## config.mk

```make
export PLATFORM = sky130hd
export DESIGN_NAME = delay_line_n_flat
export DESIGN_NICKNAME = d
export VERILOG_FILES = /design/src/rtl/delay_line_n_if.sv /design/src/rtl/delay_line_n.sv /design/src/flat_wrapper.sv
export SDC_FILE = /design/constraint.sdc
export NUM_CORES = 2
export LEC_CHECK = 0
export BUFFER_PORTS_ARGS = -buffer_cell sky130_fd_sc_hd__buf_2
export CORE_MARGIN = 2
export CORE_UTILIZATION = 55
export DETAILED_ROUTE_END_ITERATION = 8
export MAX_ROUTING_LAYER = met4
export PLACE_DENSITY = 0.71
export SYNTH_ARGS = -nofsm -noshare
export SYNTH_HDL_FRONTEND = slang
export SYNTH_SLANG_ARGS = --single-unit
```

## constraint.sdc

```tcl
create_clock -name clk -period 9.6 [get_ports clk]
set_input_delay 1.92 -clock clk [delete_from_list [all_inputs] [get_ports clk]]
set_output_delay 1.92 -clock clk [all_outputs]
set_load 0.03 [all_outputs]
```

## src/rtl/delay_line_n_if.sv

```systemverilog
// -----------------------------------------------------------------------------
// delay_line_n_if
// Sample-stream bundle for the programmable delay line.
//   in_valid   : sample strobe, one new sample per asserted cycle
//   sig_in     : input sample (BITWIDTH, two's complement, passed untouched)
//   delay_sel  : requested delay in samples (DSELW, one spare bit for
//                out-of-range requests)
//   out_valid  : one-cycle pulse one clock after each accepted sample
//   sig_out    : delayed sample, holds between out_valid pulses
//   clamp_flag : (only with DELAY_LINE_N_CLAMP_FLAG_EN) the sample's delay_sel
//                exceeded the buffer and was clamped
// master = sample source / sink side, slave = delay line.
// -----------------------------------------------------------------------------
interface delay_line_n_if #(
    parameter int BITWIDTH = 32,
    parameter int DSELW    = 7
);
    logic                in_valid;
    logic [BITWIDTH-1:0] sig_in;
    logic [DSELW-1:0]    delay_sel;
    logic                out_valid;
    logic [BITWIDTH-1:0] sig_out;
`ifdef DELAY_LINE_N_CLAMP_FLAG_EN
    logic                clamp_flag;

    modport master (
        output in_valid, sig_in, delay_sel,
        input  out_valid, sig_out, clamp_flag
    );
    modport slave (
        input  in_valid, sig_in, delay_sel,
        output out_valid, sig_out, clamp_flag
    );
`else
    modport master (
        output in_valid, sig_in, delay_sel,
        input  out_valid, sig_out
    );
    modport slave (
        input  in_valid, sig_in, delay_sel,
        output out_valid, sig_out
    );
`endif
endinterface

```

## src/rtl/delay_line_n.sv

```systemverilog
// -----------------------------------------------------------------------------
// delay_line_n
// Programmable integer sample delay z^-D, D = 0 .. DEPTH-1, selected per sample.
// A circular buffer is written once per accepted sample and read at a tap
// D_eff samples behind the write pointer.
//
// Ports:
//   clk  : rising-edge clock
//   rst  : synchronous reset, active high
//   bus  : delay_line_n_if.slave (in_valid, sig_in, delay_sel -> out_valid,
//          sig_out [, clamp_flag])
//
// Parameters: BITWIDTH (sample width), DEPTH (power of 2, >= 2),
//             DSELW (width of delay_sel, $clog2(DEPTH)+1).
//
// Optional feature macro: DELAY_LINE_N_CLAMP_FLAG_EN adds a registered
// clamp_flag output; without it requests above DEPTH-1 are clamped silently.
// -----------------------------------------------------------------------------
module delay_line_n #(
    parameter int BITWIDTH = 32,
    parameter int DEPTH    = 64,
    parameter int DSELW    = $clog2(DEPTH) + 1
) (
    input  logic            clk,
    input  logic            rst,
    delay_line_n_if.slave   bus
);
    localparam int AW = $clog2(DEPTH);
    typedef logic [AW-1:0] addr_t;
    localparam addr_t            DMAX     = addr_t'(DEPTH - 1);
    localparam logic [DSELW-1:0] DMAX_SEL = DSELW'(DEPTH - 1);

    // Sample storage; no reset so it maps onto block RAM.
    logic [BITWIDTH-1:0] mem [DEPTH];
    logic [BITWIDTH-1:0] rd_data_q;

    addr_t wr_ptr_q, wr_ptr_d;
    addr_t fill_cnt_q, fill_cnt_d;
    addr_t d_eff;
    addr_t rd_addr;
    logic  accept;
    logic  clamp_req;

    logic                out_valid_q, out_valid_d;
    logic                zero_q, zero_d;        // output forced to 0 (priming / reset)
    logic                bypass_q, bypass_d;    // D_eff = 0: use the write-through copy
    logic [BITWIDTH-1:0] byp_data_q, byp_data_d;
`ifdef DELAY_LINE_N_CLAMP_FLAG_EN
    logic                clamp_flag_q, clamp_flag_d;
`endif

    always_comb begin
        accept    = bus.in_valid & ~rst;
        clamp_req = (bus.delay_sel > DMAX_SEL);
        d_eff     = clamp_req ? DMAX : bus.delay_sel[AW-1:0];
        // Natural AW-bit wrap makes this track the write pointer's wrap.
        rd_addr   = wr_ptr_q - d_eff;

        wr_ptr_d    = wr_ptr_q;
        fill_cnt_d  = fill_cnt_q;
        out_valid_d = accept;
        zero_d      = zero_q;
        bypass_d    = bypass_q;
        byp_data_d  = byp_data_q;
`ifdef DELAY_LINE_N_CLAMP_FLAG_EN
        clamp_flag_d = clamp_flag_q;
`endif
        if (accept) begin
            wr_ptr_d   = wr_ptr_q + addr_t'(1);
            fill_cnt_d = (fill_cnt_q == DMAX) ? fill_cnt_q : fill_cnt_q + addr_t'(1);
            // fill_cnt_q counts samples written before this one, so a tap
            // further back than that would land on stale/undefined RAM.
            zero_d     = (d_eff > fill_cnt_q);
            bypass_d   = (d_eff == '0);
            byp_data_d = bus.sig_in;
`ifdef DELAY_LINE_N_CLAMP_FLAG_EN
            clamp_flag_d = clamp_req;
`endif
        end
    end

    always_ff @(posedge clk) begin
        if (rst) begin
            wr_ptr_q    <= '0;
            fill_cnt_q  <= '0;
            out_valid_q <= 1'b0;
            zero_q      <= 1'b1;
            bypass_q    <= 1'b0;
            byp_data_q  <= '0;
`ifdef DELAY_LINE_N_CLAMP_FLAG_EN
            clamp_flag_q <= 1'b0;
`endif
        end else begin
            wr_ptr_q    <= wr_ptr_d;
            fill_cnt_q  <= fill_cnt_d;
            out_valid_q <= out_valid_d;
            zero_q      <= zero_d;
            bypass_q    <= bypass_d;
            byp_data_q  <= byp_data_d;
`ifdef DELAY_LINE_N_CLAMP_FLAG_EN
            clamp_flag_q <= clamp_flag_d;
`endif
        end
    end

    // Simple dual-port RAM, read-before-write on collision. The read register
    // is enabled only on accepted samples so sig_out holds while idle.
    always_ff @(posedge clk) begin
        if (accept) begin
            mem[wr_ptr_q] <= bus.sig_in;
            rd_data_q     <= mem[rd_addr];
        end
    end

    assign bus.out_valid = out_valid_q;
    assign bus.sig_out   = zero_q   ? '0 :
                           bypass_q ? byp_data_q : rd_data_q;
`ifdef DELAY_LINE_N_CLAMP_FLAG_EN
    assign bus.clamp_flag = clamp_flag_q;
`endif

endmodule

```

## src/flat_wrapper.sv

```systemverilog
// flat-port wrapper written by rule: the top's interface ports become plain ports
module delay_line_n_flat 
#(
    parameter int BITWIDTH = 32,
    parameter int DEPTH    = 64,
    parameter int DSELW    = $clog2(DEPTH) + 1
)
  (clk, rst, bus_in_valid, bus_sig_in, bus_delay_sel, bus_out_valid, bus_sig_out);
  delay_line_n_if #(.BITWIDTH(BITWIDTH), .DSELW(DSELW)) bus_i ();
  input  logic clk;
  input  logic rst;
  input wire logic [$bits(bus_i.in_valid)-1:0] bus_in_valid;
  input wire logic [$bits(bus_i.sig_in)-1:0] bus_sig_in;
  input wire logic [$bits(bus_i.delay_sel)-1:0] bus_delay_sel;
  output wire logic [$bits(bus_i.out_valid)-1:0] bus_out_valid;
  output wire logic [$bits(bus_i.sig_out)-1:0] bus_sig_out;
  assign bus_i.in_valid = bus_in_valid;
  assign bus_i.sig_in = bus_sig_in;
  assign bus_i.delay_sel = bus_delay_sel;
  assign bus_out_valid = bus_i.out_valid;
  assign bus_sig_out = bus_i.sig_out;
  delay_line_n #(.BITWIDTH(BITWIDTH), .DEPTH(DEPTH), .DSELW(DSELW)) u_core (.clk(clk), .rst(rst), .bus(bus_i));
endmodule
```

**Yosys cells after proc, flatten, opt, wreduce, memory -nomap -nowiden**

Memories as Yosys holds them, arrays and structs flattened. A register that Yosys moved wholly into a read port is not among the register bits.
Cells that the tools add are included.

- Flip-flop bits (word level): 47
- RAM bits: 2048
- Memories kept: 1
- Word-level logic and storage cells: 23
- Output and inout port bits: 33

Memories:

| memory | depth | bits a word | read ports | clocked after Yosys merged registers in | write ports | line | text |
|---|---|---|---|---|---|---|---|
| u_core.mem | 64 | 32 | 1 | 1 | 1 | delay_line_n.sv:34 | `logic [BITWIDTH-1:0] mem [DEPTH];` |

- Order comparisons: 2
- Bitwise logic cells: 3
- Equality and inequality tests: 1
- Reduce and logical (&&, ||, !) cells: 2
- Mux-type cells: 5
- Add/sub/neg operators: 3

Operators with widths:

| operator | count |
|---|---|
| 2-to-1 mux 32 bit | 2 |
| adder 6 x 1 -> 6 bit, second input constant | 2 |
| greater-than comparator 7 x 6 -> 1 bit, second input constant | 1 |
| equality test 6 bit, second input constant | 1 |
| greater-than comparator 6 bit | 1 |
| logical NOT 6 bit | 1 |
| 2-to-1 mux 6 bit | 1 |
| subtractor 6 bit | 1 |
| 2-to-1 mux 1 bit | 2 |
| NOT 1 bit | 2 |
| AND reduction 2 bit | 1 |
| AND 1 bit | 1 |

**Depth between registers and ports, before layout**

- Depth after elaboration: 4
- Gate-level depth with buffers: 18

**Worst setup path before layout**

Ideal clock, no wire load.

- Kind: input to register
- From: input bus_in_valid
- To: memory u_core.mem[40][0], enable pin
- Arrival: 7483 ps
- Cell stages on the path: 4
- Slack: 1615 ps
- Buffers on the path: 0
- Setup time: 501 ps
- Path through: clkinv_1 > nor2_1 > nand4b_1 > nor4_1

- Word-level cells in the longest chain between the ends: 3

Ends and longest elaborated chain:

| element | line | text |
|---|---|---|
| from (decl) | flat_wrapper.sv:12 | `input wire logic [$bits(bus_i.in_valid)-1:0] bus_in_valid;` |
| AND 1 bit | delay_line_n.sv:53 | `accept = bus.in_valid & ~rst;` |
| net u_core.accept | delay_line_n.sv:41 | `logic accept;` |
| 2-to-1 mux 1 bit | delay_line_n.sv:109 | `if (accept) begin` |
| 2-to-1 mux 1 bit (implied by the code) | delay_line_n.sv:110 | `mem[wr_ptr_q] <= bus.sig_in;` |
| to (decl) | delay_line_n.sv:34 |  |

The timed path passes the listed nets, and every way through them passes these cells.

**Worst setup path in the final report**

- From: input bus_delay_sel[6]
- To: register u_core.rd_data_q[4], read port of u_core.mem (data pin)

- Word-level cells in the longest chain between the ends: 3

Ends and longest elaborated chain:

| element | line | text |
|---|---|---|
| from (decl) | flat_wrapper.sv:14 | `input wire logic [$bits(bus_i.delay_sel)-1:0] bus_delay_sel;` |
| greater-than comparator 7 x 6 -> 1 bit | delay_line_n.sv:54 | `clamp_req = (bus.delay_sel > DMAX_SEL);` |
| 2-to-1 mux 6 bit | delay_line_n.sv:55 | `d_eff = clamp_req ? DMAX : bus.delay_sel[AW-1:0];` |
| subtractor 6 bit | delay_line_n.sv:57 | `rd_addr = wr_ptr_q - d_eff;` |
| to (decl) | delay_line_n.sv:35 | `logic [BITWIDTH-1:0] rd_data_q;` |

Every way passes these cells.
A chain may end at the register's enable or synchronous reset.

==> impl_metrics.env <==
export IMPL_status="finished clean"
export IMPL_grt_use_total_pct=28.5
export IMPL_clockRootBuffer="clkbuf_16"
export IMPL_clock_sinks=2127
export IMPL_grt_antenna_before_repair=7
export IMPL_syn_to_final_growth_pct=11.7
export IMPL_ys_ff_latch=2127
export IMPL_drtIter0Drc=5689
export IMPL_initial_core_util_pct=55.3
export IMPL_wl_per_cell_um=33.5
export IMPL_combPwrFrac_pct=12.4
export IMPL_synthCells=3927
export IMPL_clock_latency_ps=830
export IMPL_crit_fanout=58
export IMPL_pwr_share_clk_pct=37.1
export IMPL_path_buf_inv=5
export IMPL_clockBufferDepth=3
export IMPL_leakagePower_uw=0.0286
export IMPL_wirelength_um=210000
export IMPL_async_flop_share_pct=0
export IMPL_finalCritPeriodShare_pct=62.1
export IMPL_finalHoldViolCount=0
export IMPL_path_cells="buf_2, nor2_1, inv_1, ha_4, inv_1, fa_4, nor2b_1, o21ai_0, a21oi_1, nor3_4, buf_4, or2_4, buf_4, nand3_1, a31oi_1, o32a_1"
export IMPL_fp_dieH_um=391
export IMPL_cp_slowest_cell="a31oi_1"
export IMPL_portBuffers=74
export IMPL_layout_min_cycle_time_ps=5960
export IMPL_cts_setup_buffers=0
export IMPL_netlist_top_cells_area="edfxtp_1 (76%), mux4_2 (14%), mux2i_1 (2.3%), dfxtp_1 (1.1%), nand2_1 (0.92%)"
export IMPL_slew_viol_final=0
export IMPL_synth_flop_cell="edfxtp_1"
export IMPL_design_die_area_mm2=0.153
export IMPL_drive_gt1_share_pct=25.4
export IMPL_dp_cells=5892
export IMPL_synthDistinctLibCells=56
export IMPL_ys_top_cells_by_count="edfxtp_1 (2080), mux4_2 (513), nand2_1 (203), mux2i_1 (190), clkbuf_1 (143)"
export IMPL_cts_tree="done"
export IMPL_postLayoutCellArea_mm2=0.0922
export IMPL_switching_share_pct=24.2
export IMPL_placed_area_mm2=0.0860
export IMPL_via_per_inst=6.57
export IMPL_setup_tns_ps=0
export IMPL_worst_slew_pin_slew_ps=1230
export IMPL_crit_type="primary input to register"
export IMPL_die_w_um=391
export IMPL_final_cell_count_no_fill=6265
export IMPL_maxCapViolCount=0
export IMPL_p_int_uw=15400
export IMPL_finalSetupViolCount=0
export IMPL_ant_nets=0
export IMPL_cp_depth=16
export IMPL_worstPathArrival_ps=6650
export IMPL_coreArea_mm2=0.149
export IMPL_hold_ws_ps=498
export IMPL_syn_area_mm2=0.0826
export IMPL_cellPowerDensity_mw_per_mm2=221
export IMPL_dp_hpwl_um=115000
export IMPL_cts_resized=0
export IMPL_ios=75
export IMPL_avgSynthCellArea_um2=21.0
export IMPL_grt_pass1_wl_um=297000
export IMPL_required_ps=10290
export IMPL_rsz0062_at_grt="no"
export IMPL_cts_clk_slew_worst_paths_ps=60
export IMPL_path_delay_family="compound AO/OA/AOI/OAI gates"
export IMPL_max_stage_delay_ps=960
export IMPL_dr_total_vias=41166
export IMPL_gp_congestion=0.885
export IMPL_nets=4131
export IMPL_numCtsBuffers=201
export IMPL_cp_start_kind="primary input"
export IMPL_min_path_type="register to register"
export IMPL_grt_pass1_vias=40019
export IMPL_ys_warn_count=0
export IMPL_min_path_cells=2
export IMPL_fmax_mhz=168
export IMPL_rr_worst_depth=14
export IMPL_grt_overflow_total=0
export IMPL_pwr_share_seq_pct=50.5
export IMPL_synth_enable_flop_cells=2080
export IMPL_power_switching_uw=4930
export IMPL_finClkSkew_ps=48.6
export IMPL_h_tree_depth=4
export IMPL_placement_rows=142
export IMPL_drc=0
export IMPL_synth_top_area_share_pct=75.6
export IMPL_yosysSeqAreaShare_pct=76.8
export IMPL_end_kind="register"
export IMPL_grt_max_degree=111
export IMPL_drt_pass1_iterations=6
export IMPL_ir_drop_v=0.000187
export IMPL_netlist_top_cell_by_area="edfxtp_1"
export IMPL_yosysMostFrequentCell="edfxtp_1"
export IMPL_max_slew_margin_pct=17.4
export IMPL_ctsHoldBuffers=0
export IMPL_synthesis_nets=3979
## logic make-up after synthesis
logic type               after synthesis  share of synthesized area [%]
AO/OA/AOI/OAI                        286                           2.46
buffers and inverters                268                           1.43
multiplexers                         704                           16.3
flip-flops                          2127                           76.8
AND/OR/NAND/NOR                      515                           2.67
XOR/XNOR                              17                          0.189
adder cells (fa/ha/maj)               10                          0.161
## stage by stage
stage	utilization [%]	setup WS (ps)	power, uW
6_report	61.7	3640	20300
5_1_grt	61.7	3630	20900
4_1_cts	61.7	3900	20400
3_5_place_dp	57.6	3040	13000
3_3_place_gp	57.6	3080	13000
2_1_floorplan	-	1620	12100
## cells in the final DEF, fill, tap and decap left out, types with 13 or more instances in the layout
cell / n
buf_2: 74
clkinv_1: 55
o21ai_0: 41
a311oi_1: 51
clkbuf_1: 53
nor2_1: 82
inv_1: 14
nor2_4: 59
buf_4: 115
a311oi_2: 13
mux4_2: 513
edfxtp_1: 2080
o32a_1: 31
dfxtp_1: 46
a31oi_1: 65
nor3_1: 95
mux2i_1: 190
clkbuf_16: 202
nand2_1: 203
a21oi_1: 71
nand3_1: 40
clkinv_2: 29
## sequential cells by signal, indices dropped and copies added, names as in the netlist
name                  count
u_core.bypass_q           1
u_core.wr_ptr_q           6
u_core.fill_cnt_q         6
u_core.mem             2048
u_core.zero_q             1
u_core.bus.out_valid      1
u_core.byp_data_q        32
u_core.rd_data_q         32
## worst paths after layout
| path | slack [ps] | endpoint | start |
|---|---|---|---|
| max | 3640 | u_core.rd_data_q[4]$_DFFE_PP_ | bus_delay_sel[6] |
| min | 500 | u_core.byp_data_q[10]$_SDFFE_PP0P_ | u_core.byp_data_q[10]$_SDFFE_PP0P_ |
| max reg2reg | 4220 | u_core.rd_data_q[4]$_DFFE_PP_ | u_core.wr_ptr_q[0]$_SDFFE_PP0P_ |
| min reg2reg | 500 | u_core.byp_data_q[10]$_SDFFE_PP0P_ | u_core.byp_data_q[10]$_SDFFE_PP0P_ |
## area by class of cell
class	count	area, um^2
Tap cell	2016	2520
Fill cell	10091	57200
Clock inverter	111	868
Multi-Input combinational cell	1532	18600
Sequential cell	2127	63400
Inverter	16	60.1
Antenna cell	2	5.00
Timing Repair Buffer	201	1470
Clock buffer	260	5320
## power by group through the flow
stage          sequential (uW)  clock [uW]  combinational (uW)
2_1_floorplan            10400           0                1610
3_3_place_gp             10500           0                2520
3_5_place_dp             10500           0                2540
4_1_cts                  10300        7620                2550
5_1_grt                  10300        7970                2650
6_report                 10300        7540                2530
## worst reg2reg max path, cell delays in order (launching register included)
cell	delay [ps]
dfxtp_1	430
inv_1	440
ha_4	220
inv_1	60
fa_4	510
nor2b_1	150
o21ai_0	150
a21oi_1	150
nor3_4	140
buf_4	410
or2_4	830
buf_4	420
nand3_1	130
a31oi_1	960
o32a_1	250
## metal layers
metal	up-vias	global-route usage [%]	part of all wire, %
met5	-	-	0
met4	0	9.48	3.7
met2	2470	44.1	49
li1	16678	-	-
met3	356	5.84	10
met1	21662	38.4	37
(Power assumes the default switching activity.)
